**src/rtl/scroll_msg_gen.sv**
```systemverilog
// Scrolling message source for an 8-digit seven-segment multiplexer: buffer, window stepper, glyph decode.
// Optional SCROLL_BLINK_EN: flash all digits (blank/glyph) while pausing after a wrap.
module scroll_msg_gen #(
   parameter int unsigned MSG_LEN     = 16,
   parameter int unsigned TICK_DIV    = 25000000,
   parameter int unsigned PAUSE_STEPS = 4
) (
   input  logic                         clk,
   input  logic                         reset_n,
   input  logic                         wr_en,
   input  logic [$clog2(MSG_LEN)-1:0]   wr_addr,
   input  logic [4:0]                   wr_data,
   input  logic [$clog2(MSG_LEN):0]     len,
   input  logic                         start,
   input  logic                         stop,
   input  logic                         dir,
   output logic                         busy,
   output logic                         wrap_pulse,
   output logic [6:0]                   in7,
   output logic [6:0]                   in6,
   output logic [6:0]                   in5,
   output logic [6:0]                   in4,
   output logic [6:0]                   in3,
   output logic [6:0]                   in2,
   output logic [6:0]                   in1,
   output logic [6:0]                   in0
);

   localparam int unsigned AW     = $clog2(MSG_LEN);
   localparam int unsigned LW     = AW + 1;
   localparam int unsigned PW     = $clog2(MSG_LEN + 8 + 1);
   localparam int unsigned SW     = PW + 1;
   localparam int unsigned TW     = $clog2(TICK_DIV);
   localparam int unsigned CW     = (PAUSE_STEPS > 1) ? $clog2(PAUSE_STEPS) : 1;
   localparam int unsigned DIGITS = 8;
   localparam bit          PAUSE_EN = (PAUSE_STEPS > 0);
`ifdef SCROLL_BLINK_EN
   localparam bit          BLINK_EN = 1'b1;
`else
   localparam bit          BLINK_EN = 1'b0;
`endif

   typedef enum logic [1:0] {ST_IDLE, ST_RUN, ST_PAUSE} state_t;

   state_t          state_q, state_d;
   logic [PW-1:0]   ptr_q, ptr_d;
   logic [TW-1:0]   presc_q, presc_d;
   logic [CW-1:0]   pcnt_q, pcnt_d;
   logic [LW-1:0]   len_q, len_d;
   logic            wrap_q, wrap_d;
   logic            busy_q, busy_d;
   logic            blink_q, blink_d;
   logic [4:0]      mem_q [MSG_LEN];
   logic [6:0]      seg_q [DIGITS];
   logic [6:0]      seg_d [DIGITS];

   logic [LW-1:0]   len_clamp;
   logic [PW-1:0]   v_len;
   logic            tick;

   function automatic logic [6:0] glyph(input logic [4:0] code);
      logic [6:0] g;
      case (code)
         5'h00: g = 7'h40;  5'h01: g = 7'h79;  5'h02: g = 7'h24;  5'h03: g = 7'h30;
         5'h04: g = 7'h19;  5'h05: g = 7'h12;  5'h06: g = 7'h02;  5'h07: g = 7'h78;
         5'h08: g = 7'h00;  5'h09: g = 7'h10;  5'h0A: g = 7'h08;  5'h0B: g = 7'h03;
         5'h0C: g = 7'h46;  5'h0D: g = 7'h21;  5'h0E: g = 7'h06;  5'h0F: g = 7'h0E;
         5'h11: g = 7'h3F;  5'h12: g = 7'h09;  5'h13: g = 7'h47;  5'h14: g = 7'h0C;
         default: g = 7'h7F;
      endcase
      return g;
   endfunction

   assign len_clamp = (len > LW'(MSG_LEN)) ? LW'(MSG_LEN) : len;
   assign v_len     = PW'(len_q) + PW'(8);
   assign tick      = (presc_q == TW'(TICK_DIV - 1));

   // Message buffer; resets to all blanks
   always_ff @(posedge clk or negedge reset_n) begin
      if (!reset_n) begin
         for (int unsigned k = 0; k < MSG_LEN; k++) mem_q[k] <= 5'h10;
      end else if (wr_en) begin
         mem_q[wr_addr] <= wr_data;
      end
   end

   // Control: stop has priority, then (re)start, then normal stepping
   always_comb begin
      state_d = state_q;
      ptr_d   = ptr_q;
      presc_d = presc_q;
      pcnt_d  = pcnt_q;
      len_d   = len_q;
      wrap_d  = 1'b0;
      blink_d = blink_q;
      if (stop) begin
         state_d = ST_IDLE;
         blink_d = 1'b0;
      end else if (start && (len_clamp != '0)) begin
         state_d = ST_RUN;
         ptr_d   = '0;
         presc_d = '0;
         pcnt_d  = '0;
         len_d   = len_clamp;
         blink_d = 1'b0;
      end else begin
         case (state_q)
            ST_RUN: begin
               if (tick) begin
                  presc_d = '0;
                  if (!dir) begin
                     if (ptr_q == PW'(v_len - PW'(1))) begin
                        ptr_d  = '0;
                        wrap_d = 1'b1;
                     end else begin
                        ptr_d = PW'(ptr_q + PW'(1));
                     end
                  end else begin
                     if (ptr_q == '0) begin
                        ptr_d  = PW'(v_len - PW'(1));
                        wrap_d = 1'b1;
                     end else begin
                        ptr_d = PW'(ptr_q - PW'(1));
                     end
                  end
                  if (wrap_d && PAUSE_EN) begin
                     state_d = ST_PAUSE;
                     pcnt_d  = '0;
                     blink_d = 1'b1;
                  end
               end else begin
                  presc_d = TW'(presc_q + TW'(1));
               end
            end
            ST_PAUSE: begin
               if (tick) begin
                  presc_d = '0;
                  blink_d = ~blink_q;
                  if (pcnt_q == CW'(PAUSE_STEPS - 1)) begin
                     state_d = ST_RUN;
                     pcnt_d  = '0;
                     blink_d = 1'b0;
                  end else begin
                     pcnt_d = CW'(pcnt_q + CW'(1));
                  end
               end else begin
                  presc_d = TW'(presc_q + TW'(1));
               end
            end
            default: ;
         endcase
      end
      busy_d = (state_d != ST_IDLE);
   end

   // Window decode: digit i shows stream position (ptr + i) mod V, blank beyond L
   always_comb begin
      logic [SW-1:0] sum;
      logic [PW-1:0] pos;
      for (int unsigned i = 0; i < DIGITS; i++) begin
         sum = SW'(ptr_q) + SW'(i);
         if (sum >= SW'(v_len)) sum = SW'(sum - SW'(v_len));
         pos = PW'(sum);
         if (BLINK_EN && blink_q)          seg_d[i] = 7'h7F;
         else if (pos < PW'(len_q))        seg_d[i] = glyph(mem_q[AW'(pos)]);
         else                              seg_d[i] = 7'h7F;
      end
   end

   always_ff @(posedge clk or negedge reset_n) begin
      if (!reset_n) begin
         state_q <= ST_IDLE;
         ptr_q   <= '0;
         presc_q <= '0;
         pcnt_q  <= '0;
         len_q   <= '0;
         wrap_q  <= 1'b0;
         busy_q  <= 1'b0;
         blink_q <= 1'b0;
         for (int unsigned i = 0; i < DIGITS; i++) seg_q[i] <= 7'h7F;
      end else begin
         state_q <= state_d;
         ptr_q   <= ptr_d;
         presc_q <= presc_d;
         pcnt_q  <= pcnt_d;
         len_q   <= len_d;
         wrap_q  <= wrap_d;
         busy_q  <= busy_d;
         blink_q <= blink_d;
         for (int unsigned i = 0; i < DIGITS; i++) seg_q[i] <= seg_d[i];
      end
   end

   assign busy       = busy_q;
   assign wrap_pulse = wrap_q;
   assign in7 = seg_q[0];
   assign in6 = seg_q[1];
   assign in5 = seg_q[2];
   assign in4 = seg_q[3];
   assign in3 = seg_q[4];
   assign in2 = seg_q[5];
   assign in1 = seg_q[6];
   assign in0 = seg_q[7];

endmodule

```
**config.mk**
```make
export PLATFORM = sky130hd
export DESIGN_NAME = scroll_msg_gen
export DESIGN_NICKNAME = d
export VERILOG_FILES = /design/src/rtl/scroll_msg_gen.sv
export SDC_FILE = /design/constraint.sdc
export NUM_CORES = 1
export LEC_CHECK = 0
export CAP_MARGIN = 30
export CORE_MARGIN = 8
export CORE_UTILIZATION = 63
export DETAILED_ROUTE_END_ITERATION = 7
export PLACE_DENSITY = 0.82
export REMOVE_ABC_BUFFERS = 1
export SYNTH_ARGS = -nofsm -noshare
export SYNTH_HDL_FRONTEND = slang
export SYNTH_SLANG_ARGS = --single-unit
```
**constraint.sdc**
```tcl
create_clock -name clk -period 6.4 [get_ports clk]
set_input_delay 0.96 -clock clk [delete_from_list [all_inputs] [get_ports clk]]
set_output_delay 0.96 -clock clk [all_outputs]
set_load 0.1 [all_outputs]
```
# Word level (Yosys, flattened, before mapping)
# Memory sizes are Yosys's and may differ from the RTL's.
# Cells that the tools add are included.
# op_classes
n_reduce_logical,14
add_sub_neg,21
n_lt_le_gt_ge,27
eq_ne,8
bitwise_logic,10
mux,77
# ops
op,n
5-bit binary-select mux with 4-bit select,8
5-bit two-way mux,32
80-bit bitwise mux,1
25-bit two-way mux,3
7-bit two-way mux,8
"5-bit greater-or-equal comparator, second input constant",9
4-bit inverter with 5-bit output,9
6-bit by 5-bit greater-or-equal comparator with 1-bit output,7
5-bit < comparator,8
5-bit subtractor,8
"25-bit by 1-bit adder with 25-bit output, second input constant",1
"25-bit == test, second input constant",1
"5-bit by 3-bit adder with 6-bit output, second input constant",4
2-bit two-way mux,11
5-bit demux with 4-bit select,1
"5-bit by 2-bit adder with 6-bit output, second input constant",2
1-bit two-way mux,11
"5-bit by 1-bit subtractor with 5-bit output, second input constant",2
"3-bit inequality test, second input constant",3
2-bit case mux with 2 select lines,2
2-bit nonzero test,4
"5-bit by 1-bit adder with 6-bit output, second input constant",1
"5-bit by 1-bit adder with 5-bit output, second input constant",1
"5-bit by 4-bit adder with 5-bit output, second input constant",1
16 further kinds,19
# totals
elab_cells,196
out_inout_bits,58
inputBits,20
ff_bits,177
mem_bits_ro,1792
mem_count,8
# mem_list
name,words,width,rd,rd_clocked_by_memory_dff,write_ports,line_no,rtl
(no name shown),32,7,1,0,0,63,case (code)
(no name shown),32,7,1,0,0,63,
(no name shown),32,7,1,0,0,63,
(no name shown),32,7,1,0,0,63,
(no name shown),32,7,1,0,0,63,
(no name shown),32,7,1,0,0,63,
2 more memories,--,--,--,--,--,--,

# Depth between registers and ports, before layout
# logic_depth
ltp_word,15
depth_mapped,24
ltp_nobuf,20

# Worst setup path after synthesis
# Ideal clock, no wire load.
# synth_path
path_kind,reg-to-reg
startpoint,register ptr_q[1]
endpoint,"register seg_q, in the netlist in4[1]"
path_slack_ns,0.970
stages_incl_launch_ff,20
t_required_ns,6.306
arrival_ns,5.336
n_path_buf,3
path_cell_list,dfrtp_1 -> clkbuf_1 -> inv_1 -> ha_1 -> inv_1 -> fa_1 -> clkbuf_1 -> o2111a_1 -> nor3_4 -> mux2i_1 -> clkbuf_1 -> nand2_1 -> nand3_1 -> o21ai_0 -> o21ai_0 -> inv_1 -> ha_1 -> nand2_1 -> a21oi_1 -> or4_1
# synth_rtl
element,line_no,rtl
start: declaration,46,"logic [PW-1:0] ptr_q, ptr_d;"
start signal: assignment,183,ptr_q <= ptr_d;
end: declaration,54,logic [6:0] seg_q [DIGITS];

==> run metrics <==
post-synthesis xor/xnor area fraction 0.0343; Die W 190 microns; leakage power roughly 0.0093 uW; Primary FF master, synth dfrtp_1; first-pass GRT wire length 90600 microns; CTS Sinks approximately 180; commonest non-fill, non-tap cell in the layout mux2i_1; slew at the pin with the worst max-slew slack roughly 1.0 ns; clock transition at the registers of the reported paths about 0.08 ns; Pre-antenna DRT Iters 6; Setup-failing EPs final 0; initial drt markers roughly 1900; Mapped Area about 19000 sq um; crit path cell chain inv_1 > ha_1 > xnor2_1 > ha_1 > a21oi_1 > o21ai_1 > a211oi_4 > mux2i_4 > buf_4 > mux2i_1 > a211o_1 > a31oi_1 > inv_1 > ha_1 > inv_1 > or2_2 > nand2b_1 > o221ai_2 > a311o_1; WHS Path Cells 1; CP max stage cell mux2i_4; type of origin of the critical path flip-flop; Ports 78; Worst Skew about 0.017 ns; Placer Congestion 0.991; Synth Register Bits approximately 180; CTS Hold Bufs 0; clock tree buffer depth 2; post-CTS resize count 0; Max Freq between 0.15 and 0.2 GHz; Worst IR Drop VDD between 0.0003 and 0.0004 V; area grow syn2layout 9.10%; Clock Latency Late Sink 0.47 ns; Tmin final between 5 and 6 ns; fin cells 2424; Site Rows 64; Overall Power between 8000 and 9000 uW; H-tree lvl count 4; largest family of logic cells by synthesized area multiplexers; Max Slew Vio Count 0; Mean Syn Cell Area 9.57 sq um; WL final ~57000 microns; vias in the first global route about 17000; post-synthesis cell count between 2000 and 2500; length in cells of the worst reg-to-reg path 19; gr usage total 0.313; Compound-Gate Fraction of Synth Area 0.145; post-synthesis mux area share 0.332; initial cell density of the core 0.632; final net count about 2200; critical path type reg2reg; dpl ws 0.596 ns; # Max-Cap Violations 0; status complete, no violations; CTS tree built; pwr/cell area 395 nW/um^2; routed length on met1 approximately 23000 microns; post-DP HPWL about 42000 microns; CP peak stage delay ~0.84 ns; Synth warnings 0; simple-gate portion of the synthesized area 0.111; CP required around 7 ns; ANT nets after route 0; DR vias between 15000 and 20000; hold slack just under 0.5 ns; initial antenna violation count 0; IO buf count just under 80; DIE AREA between 30000 and 40000 sq um; setup_tns 0 ns; commonest cells after routing, fill and taps aside 317 x mux2i_1, 141 x mux2_2, 140 x nand2_1; Post-synth EDFFs 0; Inst Count DP 2391; Seq/Total Area, Yosys 0.236; critical path endpoint category flip-flop; Wirelength per Cell approximately 24 microns; largest net degree at the start of global routing between 90 and 100; library cells used by synthesis 88; Tcrit/Tclk final 0.937; Num CTS Buffers 17; met3 WL around 5600 microns; unrepaired setup endpoints after global routing false; Worst Path Arrival 6.40 ns; Die H 190 microns; worst setup margin about 0.40 ns; worst rel slew slack 0.324; Clock Tree Root clkbuf_16; worst hold path class reg2reg; Hold Fails Final Rpt 0; Top Metal Used met4; layout cells sized above 1 0.205; CORE AREA about 30000 sq um; drt drc 0; wire length on met2 about 26000 microns; Async SR Flop Fraction 1.00; Vias/cell roughly 6.9; Post-CTS Setup Inserts 0; Synth Area in Adders 0.0918; critical path fanouts, max 23; grt ovf 0
-- where the power goes --
part,internal [uW],switching [uW]
clock,539,570
combinational,1810,3230
sequential,1560,524
total,3910,4330
-- area by class of cell --
| type | instances | area [sq um] |
|---|---|---|
| diodes | 1 | 2.50 |
| clock buffers | 17 | 425 |
| clock inverters | 15 | 203 |
| fillers | 2323 | 9380 |
| inverters | 77 | 289 |
| multi-input cells | 1605 | 13700 |
| flip-flops and latches | 177 | 4520 |
| well taps | 396 | 495 |
| repair buffers | 136 | 1210 |
-- state kept, by name, indices dropped and copies added, names as in the netlist --
register and count:
wrap_pulse 1, in1 7, ptr_q 5, in3 7, in7 7, in2 7
pcnt_q 2, busy 1, in4 7, presc_q 25, in6 7, in0 7
mem_q 80, len_q 5, state_q 2, in5 7
-- layer usage --
layer  GRT usage  vias to the layer above
met5           0                        -
li1            -                     7430
met4       0.168                        0
met2       0.490                      951
met3      0.0675                      196
met1       0.401                     8183
-- cells by family (layout without fill, tap and decap cells) --
family | after synthesis | in the layout
AOI/OAI and AO/OA | 420 | 420
xor gates and xnor gates | 75 | 75
adders and majority gates | 138 | 138
buffers and inverters | 219 | 245
DFF | 177 | 177
muxes | 538 | 538
other | 0 | 1
and+or+nand+nor | 434 | 434
-- cells in the mapped netlist, drive strengths merged, types with 12 or more instances --
master,count,area share
dfstp,72,0.099
mux2,144,0.085
nor3,27,0.0076
o211ai,25,0.0098
xnor2,45,0.021
a211oi,28,0.012
buf,73,0.021
nand3,41,0.011
nand2b,24,0.0078
o21ai,112,0.030
a22oi,15,0.0059
xor2,30,0.014
a21o,22,0.0086
nor2,91,0.018
nor2b,28,0.0091
mux4,58,0.068
inv,75,0.015
and3,14,0.0046
a31oi,17,0.0056
a21oi,91,0.024
o21a,14,0.0055
clkbuf,69,0.014
or3,12,0.0039
mux2i,336,0.18
nand2,140,0.027
ha,134,0.088
dfrtp,105,0.14
-- critical path: cells and delay by family, from the launching register on --
kind / cells / cell delay, ns
compound gates: 7 / 2.02
buf+inv: 4 / 0.96
mux: 2 / 0.94
flops: 1 / 0.61
xor+xnor: 1 / 0.25
simple gates: 2 / 0.22
fa+ha+maj: 3 / 0.92
-- path summary, 6_finish.rpt --
kind | slack, ns | endpoint | startpoint
setup / recovery | 0.40 | in1[4] | ptr_q[2]
hold / removal | 0.49 | pcnt_q[1] | pcnt_q[1]
setup reg to reg | 0.40 | in1[4] | ptr_q[2]
hold reg to reg | 0.49 | pcnt_q[1] | pcnt_q[1]
max in group asynchronous | 4.55 | mem_q[58] | reset_n
min in group asynchronous | 0.56 | presc_q[12] | reset_n
-- stage by stage --
step / util / cell area, sq um
floorplan: - / 18500
detailed placement: 0.669 / 20300
CTS: 0.690 / 20900
global route: 0.690 / 20900
finish: 0.690 / 20900
global placement: 0.669 / 20200
Power figures use the tool's default switching activity.
